File: src/rtl/mdu_iter_if.sv
// Operand/result bundle between the issuing pipeline and the iterative multiply/divide unit.
interface mdu_iter_if #(parameter int WIDTH = 32);
  logic [2:0]       op;
  logic [WIDTH-1:0] rs_val;
  logic [WIDTH-1:0] rt_val;
  logic             cancel;
  logic [WIDTH-1:0] hi;
  logic [WIDTH-1:0] lo;
  logic             start;
  logic             busy;
  logic             done;

  modport master (
    output op, rs_val, rt_val, cancel,
    input  hi, lo, start, busy, done
  );

  modport slave (
    input  op, rs_val, rt_val, cancel,
    output hi, lo, start, busy, done
  );
endinterface

File: src/rtl/mdu_iter.sv
// Multi-cycle HI/LO multiply/divide unit: fixed-latency multiply, restoring divide
// (one quotient bit per cycle) followed by a single sign-fixup cycle.
module mdu_iter #(
  parameter int WIDTH       = 32,
  parameter int MULT_CYCLES = 5
) (
  input logic        clk,
  input logic        reset,
  mdu_iter_if.slave  bus
);
  localparam logic [2:0] OP_MULT  = 3'b001;
  localparam logic [2:0] OP_MULTU = 3'b010;
  localparam logic [2:0] OP_DIV   = 3'b011;
  localparam logic [2:0] OP_DIVU  = 3'b100;
  localparam logic [2:0] OP_MTHI  = 3'b101;
  localparam logic [2:0] OP_MTLO  = 3'b110;
  localparam int CW = ($clog2(WIDTH) > 6) ? $clog2(WIDTH) : 6;

  typedef enum logic [1:0] {IDLE, MUL, DIV, FIX} state_t;

  state_t           state_reg, state_next;
  logic [CW-1:0]    cnt_reg, cnt_next;
  logic [WIDTH-1:0] a_reg, a_next;
  logic [WIDTH-1:0] b_reg, b_next;
  logic [WIDTH-1:0] rem_reg, rem_next;
  logic [WIDTH-1:0] hi_reg, hi_next;
  logic [WIDTH-1:0] lo_reg, lo_next;
  logic             sgn_reg, sgn_next;
  logic             neg_q_reg, neg_q_next;
  logic             neg_r_reg, neg_r_next;
  logic             zero_reg, zero_next;
  logic             busy_reg, busy_next;
  logic             done_reg, done_next;

  logic [2*WIDTH-1:0] mul_a, mul_b, product;
  logic [WIDTH:0]     diff;
  logic               rs_neg, rt_neg;

  // Sign- or zero-extend to 2*WIDTH; the low 2*WIDTH bits of the product are then exact.
  assign mul_a   = {{WIDTH{sgn_reg & a_reg[WIDTH-1]}}, a_reg};
  assign mul_b   = {{WIDTH{sgn_reg & b_reg[WIDTH-1]}}, b_reg};
  assign product = mul_a * mul_b;

  // a_reg doubles as the dividend shift register that fills with quotient bits.
  assign diff   = {rem_reg, a_reg[WIDTH-1]} - {1'b0, b_reg};
  assign rs_neg = (bus.op == OP_DIV) & bus.rs_val[WIDTH-1];
  assign rt_neg = (bus.op == OP_DIV) & bus.rt_val[WIDTH-1];

  assign bus.start = (bus.op == OP_MULT) || (bus.op == OP_MULTU) ||
                     (bus.op == OP_DIV)  || (bus.op == OP_DIVU);
  assign bus.hi    = hi_reg;
  assign bus.lo    = lo_reg;
  assign bus.busy  = busy_reg;
  assign bus.done  = done_reg;

  always_ff @(posedge clk or posedge reset) begin
    if (reset) begin
      state_reg <= IDLE;
      cnt_reg   <= '0;
      a_reg     <= '0;
      b_reg     <= '0;
      rem_reg   <= '0;
      hi_reg    <= '0;
      lo_reg    <= '0;
      sgn_reg   <= 1'b0;
      neg_q_reg <= 1'b0;
      neg_r_reg <= 1'b0;
      zero_reg  <= 1'b0;
      busy_reg  <= 1'b0;
      done_reg  <= 1'b0;
    end else begin
      state_reg <= state_next;
      cnt_reg   <= cnt_next;
      a_reg     <= a_next;
      b_reg     <= b_next;
      rem_reg   <= rem_next;
      hi_reg    <= hi_next;
      lo_reg    <= lo_next;
      sgn_reg   <= sgn_next;
      neg_q_reg <= neg_q_next;
      neg_r_reg <= neg_r_next;
      zero_reg  <= zero_next;
      busy_reg  <= busy_next;
      done_reg  <= done_next;
    end
  end

  always_comb begin
    state_next = state_reg;
    cnt_next   = cnt_reg;
    a_next     = a_reg;
    b_next     = b_reg;
    rem_next   = rem_reg;
    hi_next    = hi_reg;
    lo_next    = lo_reg;
    sgn_next   = sgn_reg;
    neg_q_next = neg_q_reg;
    neg_r_next = neg_r_reg;
    zero_next  = zero_reg;
    done_next  = 1'b0;

    case (state_reg)
      IDLE: begin
        // A flush arriving together with a new op discards the op.
        if (!bus.cancel) begin
          case (bus.op)
            OP_MULT, OP_MULTU: begin
              a_next     = bus.rs_val;
              b_next     = bus.rt_val;
              sgn_next   = (bus.op == OP_MULT);
              cnt_next   = CW'(MULT_CYCLES - 1);
              state_next = MUL;
            end
            OP_DIV, OP_DIVU: begin
              a_next     = rs_neg ? -bus.rs_val : bus.rs_val;
              b_next     = rt_neg ? -bus.rt_val : bus.rt_val;
              rem_next   = '0;
              neg_q_next = rs_neg ^ rt_neg;
              neg_r_next = rs_neg;
              zero_next  = (bus.rt_val == '0);
              cnt_next   = CW'(WIDTH - 1);
              state_next = DIV;
            end
            OP_MTHI: hi_next = bus.rs_val;
            OP_MTLO: lo_next = bus.rs_val;
            default: ;
          endcase
        end
      end
      MUL: begin
        if (bus.cancel) begin
          state_next = IDLE;
        end else if (cnt_reg == '0) begin
          hi_next    = product[2*WIDTH-1:WIDTH];
          lo_next    = product[WIDTH-1:0];
          done_next  = 1'b1;
          state_next = IDLE;
        end else begin
          cnt_next = cnt_reg - CW'(1);
        end
      end
      DIV: begin
        if (bus.cancel) begin
          state_next = IDLE;
        end else begin
          if (!diff[WIDTH]) begin
            rem_next = diff[WIDTH-1:0];
            a_next   = {a_reg[WIDTH-2:0], 1'b1};
          end else begin
            rem_next = {rem_reg[WIDTH-2:0], a_reg[WIDTH-1]};
            a_next   = {a_reg[WIDTH-2:0], 1'b0};
          end
          if (cnt_reg == '0) state_next = FIX;
          else               cnt_next   = cnt_reg - CW'(1);
        end
      end
      FIX: begin
        if (bus.cancel) begin
          state_next = IDLE;
        end else begin
          // Divide-by-zero still completes and pulses done but leaves HI/LO alone.
          if (!zero_reg) begin
            lo_next = neg_q_reg ? -a_reg : a_reg;
            hi_next = neg_r_reg ? -rem_reg : rem_reg;
          end
          done_next  = 1'b1;
          state_next = IDLE;
        end
      end
      default: state_next = IDLE;
    endcase

    busy_next = (state_next != IDLE);
  end
endmodule

File: src/flat_wrapper.sv
// flat-port wrapper written by rule: the top's interface ports become plain ports
module mdu_iter_flat 
#(
  parameter int WIDTH       = 32,
  parameter int MULT_CYCLES = 5
)
  (clk, reset, bus_op, bus_rs_val, bus_rt_val, bus_cancel, bus_hi, bus_lo, bus_start, bus_busy, bus_done);
  mdu_iter_if #(.WIDTH(WIDTH)) bus_i ();
  input logic clk;
  input logic reset;
  input wire logic [$bits(bus_i.op)-1:0] bus_op;
  input wire logic [$bits(bus_i.rs_val)-1:0] bus_rs_val;
  input wire logic [$bits(bus_i.rt_val)-1:0] bus_rt_val;
  input wire logic [$bits(bus_i.cancel)-1:0] bus_cancel;
  output wire logic [$bits(bus_i.hi)-1:0] bus_hi;
  output wire logic [$bits(bus_i.lo)-1:0] bus_lo;
  output wire logic [$bits(bus_i.start)-1:0] bus_start;
  output wire logic [$bits(bus_i.busy)-1:0] bus_busy;
  output wire logic [$bits(bus_i.done)-1:0] bus_done;
  assign bus_i.op = bus_op;
  assign bus_i.rs_val = bus_rs_val;
  assign bus_i.rt_val = bus_rt_val;
  assign bus_i.cancel = bus_cancel;
  assign bus_hi = bus_i.hi;
  assign bus_lo = bus_i.lo;
  assign bus_start = bus_i.start;
  assign bus_busy = bus_i.busy;
  assign bus_done = bus_i.done;
  mdu_iter #(.WIDTH(WIDTH), .MULT_CYCLES(MULT_CYCLES)) u_core (.clk(clk), .reset(reset), .bus(bus_i));
endmodule
File: config.mk
export PLATFORM = sky130hd
export DESIGN_NAME = mdu_iter_flat
export DESIGN_NICKNAME = d
export VERILOG_FILES = /design/src/rtl/mdu_iter_if.sv /design/src/rtl/mdu_iter.sv /design/src/flat_wrapper.sv
export SDC_FILE = /design/constraint.sdc
export NUM_CORES = 2
export LEC_CHECK = 0
export ABC_CLOCK_PERIOD_IN_PS = 9400
export CAP_MARGIN = 20
export CORE_MARGIN = 8
export CORE_UTILIZATION = 30
export CTS_BUF_LIST = sky130_fd_sc_hd__clkbuf_16
export DETAILED_ROUTE_END_ITERATION = 16
export HOLD_SLACK_MARGIN = 0.05
export PLACE_DENSITY = 0.5
export SLEW_MARGIN = 30
export SYNTH_ARGS = -nofsm -noshare
export SYNTH_HDL_FRONTEND = slang
export SYNTH_SLANG_ARGS = --single-unit
File: constraint.sdc
create_clock -name clk -period 9.4 [get_ports clk]
set_input_delay 2.35 -clock clk [delete_from_list [all_inputs] [get_ports clk]]
set_output_delay 2.35 -clock clk [all_outputs]
set_load 0.02 [all_outputs]
[Word-level counts from Yosys, hierarchy flattened]
Index checks and enable logic that the tools add are counted.
Storage, ports and cells
  logic and storage cells: 114
  register bits after elaboration: 174
  input bits: 70
  output and inout bits: 67
Cells by class
  eq/ne operators: 21
  reduce and logical (&&, ||, !) cells: 22
  add/subtract/negate cells: 6
  muxes and demuxes: 45
  bitwise logic cells: 6
  multiply operators: 1
Operator list (count)
  32-bit two-way mux: 22
  32-bit one-hot mux with 2 select lines: 4
  32-bit one-hot mux with 3 select lines: 2
  32-bit negator: 4
  33-bit by 33-bit multiplier with 64-bit output: 1
  33-bit by 32-bit subtractor with 33-bit output: 1
  32-bit logical NOT: 1
  6-bit one-hot mux with 2 select lines: 2
  2-bit != test (second input constant): 10
  6-bit two-way mux: 3
  7-bit AND reduction: 2
  2-bit two-way mux: 5
  3-bit == test (second input constant): 3
  3-bit AND reduction: 3
  2-bit one-hot mux with 4 select lines: 1
  4-bit AND reduction: 2
  2-bit nonzero test: 4
  3-bit by 2-bit == test with 1-bit output (second input constant): 2
  6-bit logical NOT: 1
  2-bit OR reduction: 3
  6-bit by 1-bit subtractor with 6-bit output (second input constant): 1
  5-bit AND reduction: 1
  1-bit bitwise AND: 4
  2-bit == test (second input constant): 2
  12 further kinds: 17

[Depth between registers and ports, before layout]
  depth after elaboration: 6
  mapped depth: 32
  mapped depth without buffers: 29

[Worst setup path before layout]
No wires, ideal clock.
  path type: register to register
  from: register u_core.a_reg[18]
  to: register u_core.hi_reg[20] (netlist: u_core.bus.hi[20])
  library setup time: 0.131 ns
  stages on the path, launching flop included: 29
  required time: 9.269 ns
  path buffers: 3
  arrival: 7.663 ns
  path slack: 1.606 ns
  path through: dfrtp_1 clkbuf_1 clkbuf_1 nand2_1 fa_1 fa_1 inv_1 fa_1 inv_1 fa_1 fa_1 inv_1 fa_1 fa_1 inv_1 fa_1 inv_1 ha_1 clkbuf_1 and4_4 a221o_1 or3b_1 a41oi_1 o221ai_2 a41oi_4 o21bai_2 a221oi_2 mux2i_1 nand2_1
Between the ends
  cells in the longest elaborated chain, start to end: 4
Ends and longest elaborated chain
  start: declaration: line mdu_iter.sv:23  | logic [WIDTH-1:0] a_reg, a_next;
  start signal: assignment: line mdu_iter.sv:74  | a_reg <= a_next;
  33-bit by 33-bit multiplier with 64-bit output: line mdu_iter.sv:42  | assign product = mul_a * mul_b;
  32-bit two-way mux: line mdu_iter.sv:133  | end else if (cnt_reg == '0) begin
  32-bit two-way mux: line mdu_iter.sv:131  | if (bus.cancel) begin
  32-bit one-hot mux with 3 select lines: line mdu_iter.sv:102  | case (state_reg)
  end signal: assignment: line mdu_iter.sv:77  | hi_reg <= hi_next;
  end: declaration: line mdu_iter.sv:26  | logic [WIDTH-1:0] hi_reg, hi_next;
Every way passes these cells. The select of a mux whose other input is x is not followed.
A chain may end at the register's enable or synchronous reset.

[Worst setup path in the final report]
  from: register u_core.b_reg[1]
  to: register u_core.hi_reg[31] (netlist: u_core.bus.hi[31])
Between the ends
  cells in the longest elaborated chain, start to end: 4
Ends and longest elaborated chain
  start: declaration: line mdu_iter.sv:24  | logic [WIDTH-1:0] b_reg, b_next;
  start signal: assignment: line mdu_iter.sv:75  | b_reg <= b_next;
  33-bit by 33-bit multiplier with 64-bit output: line mdu_iter.sv:42
  32-bit two-way mux: line mdu_iter.sv:133
  32-bit two-way mux: line mdu_iter.sv:131
  32-bit one-hot mux with 3 select lines: line mdu_iter.sv:102
Every way passes these cells. The select of a mux whose other input is x is not followed.

==> impl_metrics.toml <==
[outcome]
status = "completed"

[synth]
synth_common_cells = "inv_1, fa_1, nand2_1, and2_1, clkbuf_1"
synth_top_family_by_area = "adder cells"
synth_fa_ha_area_frac = 0.514
netlist.top_cell.by_area = "fa_1"
synth_simple_gate_area_share = 0.154
synth-compound-area-share = 0.0866
seq_area_frac_synth = 0.0870
syn_inst = 5696
synth_area_leaders = "fa_1, inv_1, dfrtp_1"
synth_top_area_frac = 0.450
yosysMostFrequentCell = "inv_1"
synth_seq_cells = 174
synth_flop_cell = "dfrtp_1"
syn_area_mm2 = 0.0500
avgSynthCellArea_um2 = 8.79
synth_xor_xnor_area_share = 0.0371
yosys_warnings = 0
synth_cell_types = 91
async_reset_ff_frac = 1.00
synth_nets = 7147
synth_edf_count = 0
synthMuxAreaShare = 0.00603

[floorplanning]
die_x_um = 424
die_area_mm2 = 0.180
core_area_mm2 = 0.166
initial_core_util = 0.301
rows = 150
io_pins = 137
die_h_um = 424

[worst_setup_path]
r2r_slack_ns = 0.57
rr_endpoint = "u_core.bus.hi[31]$_DFFE_PP0P_"
cp.required_ns = 9.83
max_stage_delay_ns = 0.63
crit_slowest_cell = "dfrtp_1"
critPathArrivalTime_ns = 9.26
cpLargestDelayFamily = "adder cells"
path_class = "flop to flop"
critPathBufInv = 7
reg2reg_depth = 28
worst_setup_path_start_kind = "flop"
path_max_fanout = 18
cp-end-kind = "flop"
r2r-start = "u_core.b_reg[1]$_DFFE_PP0P_"
crit_path_frequent_cell = "fa_1"

[timing]
final.period_utilization = 0.939
hold_violations = 0
worstMarginPinSlew_ns = 1.00
fmax_ghz = 0.113
finClkSkew_ns = 0.0328
layout_min_cycle_time_ns = 8.83
drv_slew = 0
slew_headroom = 0.331
rsz0062_at_grt = "no"
finalSetupTns_ns = 0
setup_violations = 0
finalWorstSetupSlack_ns = 0.570

[final_layout]
drive_gt1_frac = 0.0415
syn2layout_area_growth_pct = 9.30
final_nets = 7107

[clocking]
hold_buffers = 0
clkLatencyLatePin_ns = 0.55
clock-root-buffer = "clkbuf_16"
cts_tree = "yes"
htreeDepth = 4
clk_pin_slew_ns = 0.09
cts_resized = 0
cts_buffers = 17
postCtsSetupBuffers = 0
clock-sinks = 174
clockBufferDepth = 2

[placed_design]
hpwlAfterDp_um = 139000
port-buffer-count = 136
place.gp.congestion = 0.902
dp_worst_setup_slack_ns = 0.593

[global_routing]
grt_use_met1 = 0.240
first_global_vias = 40852
grt.total_usage = 0.187
grt-ovfl-total = 0
met3_usage = 0.0170
grt_max_degree = 114
antenna_found_initial = 8
top_usage_layer = "met2"
grt_pass1_wl_um = 257000
grt_util_met2 = 0.329

[route]
drt-total-wl_um = 167000
postRouteAntennaNets = 0
dr.pass1.iters = 5
viasPerCell = 4.89
drc = 0
num_vias = 38538
drt-initial-drc-count = 2391
detail_route.wl_per_cell_um = 21.2

[min_path]
min_from = "u_core.bus.lo[19]$_DFFE_PP0P_"
worstHoldPathCells = 2
hp-class = "flop to flop"
whs_endpoint = "u_core.bus.lo[19]$_DFFE_PP0P_"

[job]
drv_cap = 0
## kinds of logic after synthesis
family | after synthesis
and+or+nand+nor | 1695
AOI/OAI and AO/OA | 682
muxes | 30
buffers and inverters | 1522
adders and majority gates | 1381
xor gates and xnor gates | 212
DFF | 174
## tightest hold or removal path, stage by stage, from the launching register on
cell	delay (ns)
dfrtp_1	0.35
nand2_1	0.04
o21ai_0	0.06
## area by class of cell
class | count | area, um^2
fill | 17419 | 112000
inverter | 1183 | 4450
clock inverter | 15 | 210
timing repair buffer | 280 | 2470
tap | 2204 | 2760
antenna | 7 | 17.5
clock buffer | 17 | 425
sequential | 174 | 4360
multi-input combinational | 4000 | 40000
## placed cells by master (no fill, tap or decap), drive strengths merged, types with 27 or more instances in the layout
cell and n:
and3 30, clkdlybuf4s50 136, ha 255, nor3 35, a21o 41, fa 1126
nand2 961, a221oi 27, dfrtp 174, mux2i 29, nor2 196, buf 144
xnor2 141, nand3 28, xor2 71, and2 310, o31ai 36, inv 1188
o21ai 230, a21oi 185
## through the flow
step / instances / instance area, um^2 / hold slack, ns / util
5_1_grt: 7875 / 54700 / 0.513 / 0.329
3_5_place_dp: 7841 / 54000 / 0.470 / 0.325
6_report: 7880 / 54700 / 0.484 / 0.329
2_1_floorplan: 5696 / 50000 / 0.443 / -
4_1_cts: 7873 / 54700 / 0.489 / 0.328
3_3_place_gp: 7841 / 54000 / 0.466 / 0.325
## worst max path at each step
stage / slack (ns) / depth (start not counted) / endpoint / start
3_5_place_dp: 0.59 / 28 / u_core.bus.hi[31]$_DFFE_PP0P_ / u_core.a_reg[17]$_DFFE_PP0P_
6_report: 0.57 / 28 / u_core.bus.hi[31]$_DFFE_PP0P_ / u_core.b_reg[1]$_DFFE_PP0P_
3_3_place_gp: 0.65 / 28 / u_core.bus.hi[31]$_DFFE_PP0P_ / u_core.a_reg[17]$_DFFE_PP0P_
5_1_grt: 0.05 / 27 / u_core.bus.hi[31]$_DFFE_PP0P_ / u_core.a_reg[17]$_DFFE_PP0P_
4_1_cts: 0.58 / 28 / u_core.bus.hi[31]$_DFFE_PP0P_ / u_core.a_reg[17]$_DFFE_PP0P_
2_1_floorplan: 1.61 / 28 / u_core.bus.hi[20]$_DFFE_PP0P_ / u_core.a_reg[18]$_DFFE_PP0P_
## layer usage
layer / share of wire / wire [um]
met1: 0.42 / 69600
met4: 0.036 / 6050
met3: 0.039 / 6560
met5: 0.000078 / 13
met2: 0.51 / 85000
Power is not shown: default switching activity piles up to over one toggle a cycle in this logic, so the estimate is an artifact.
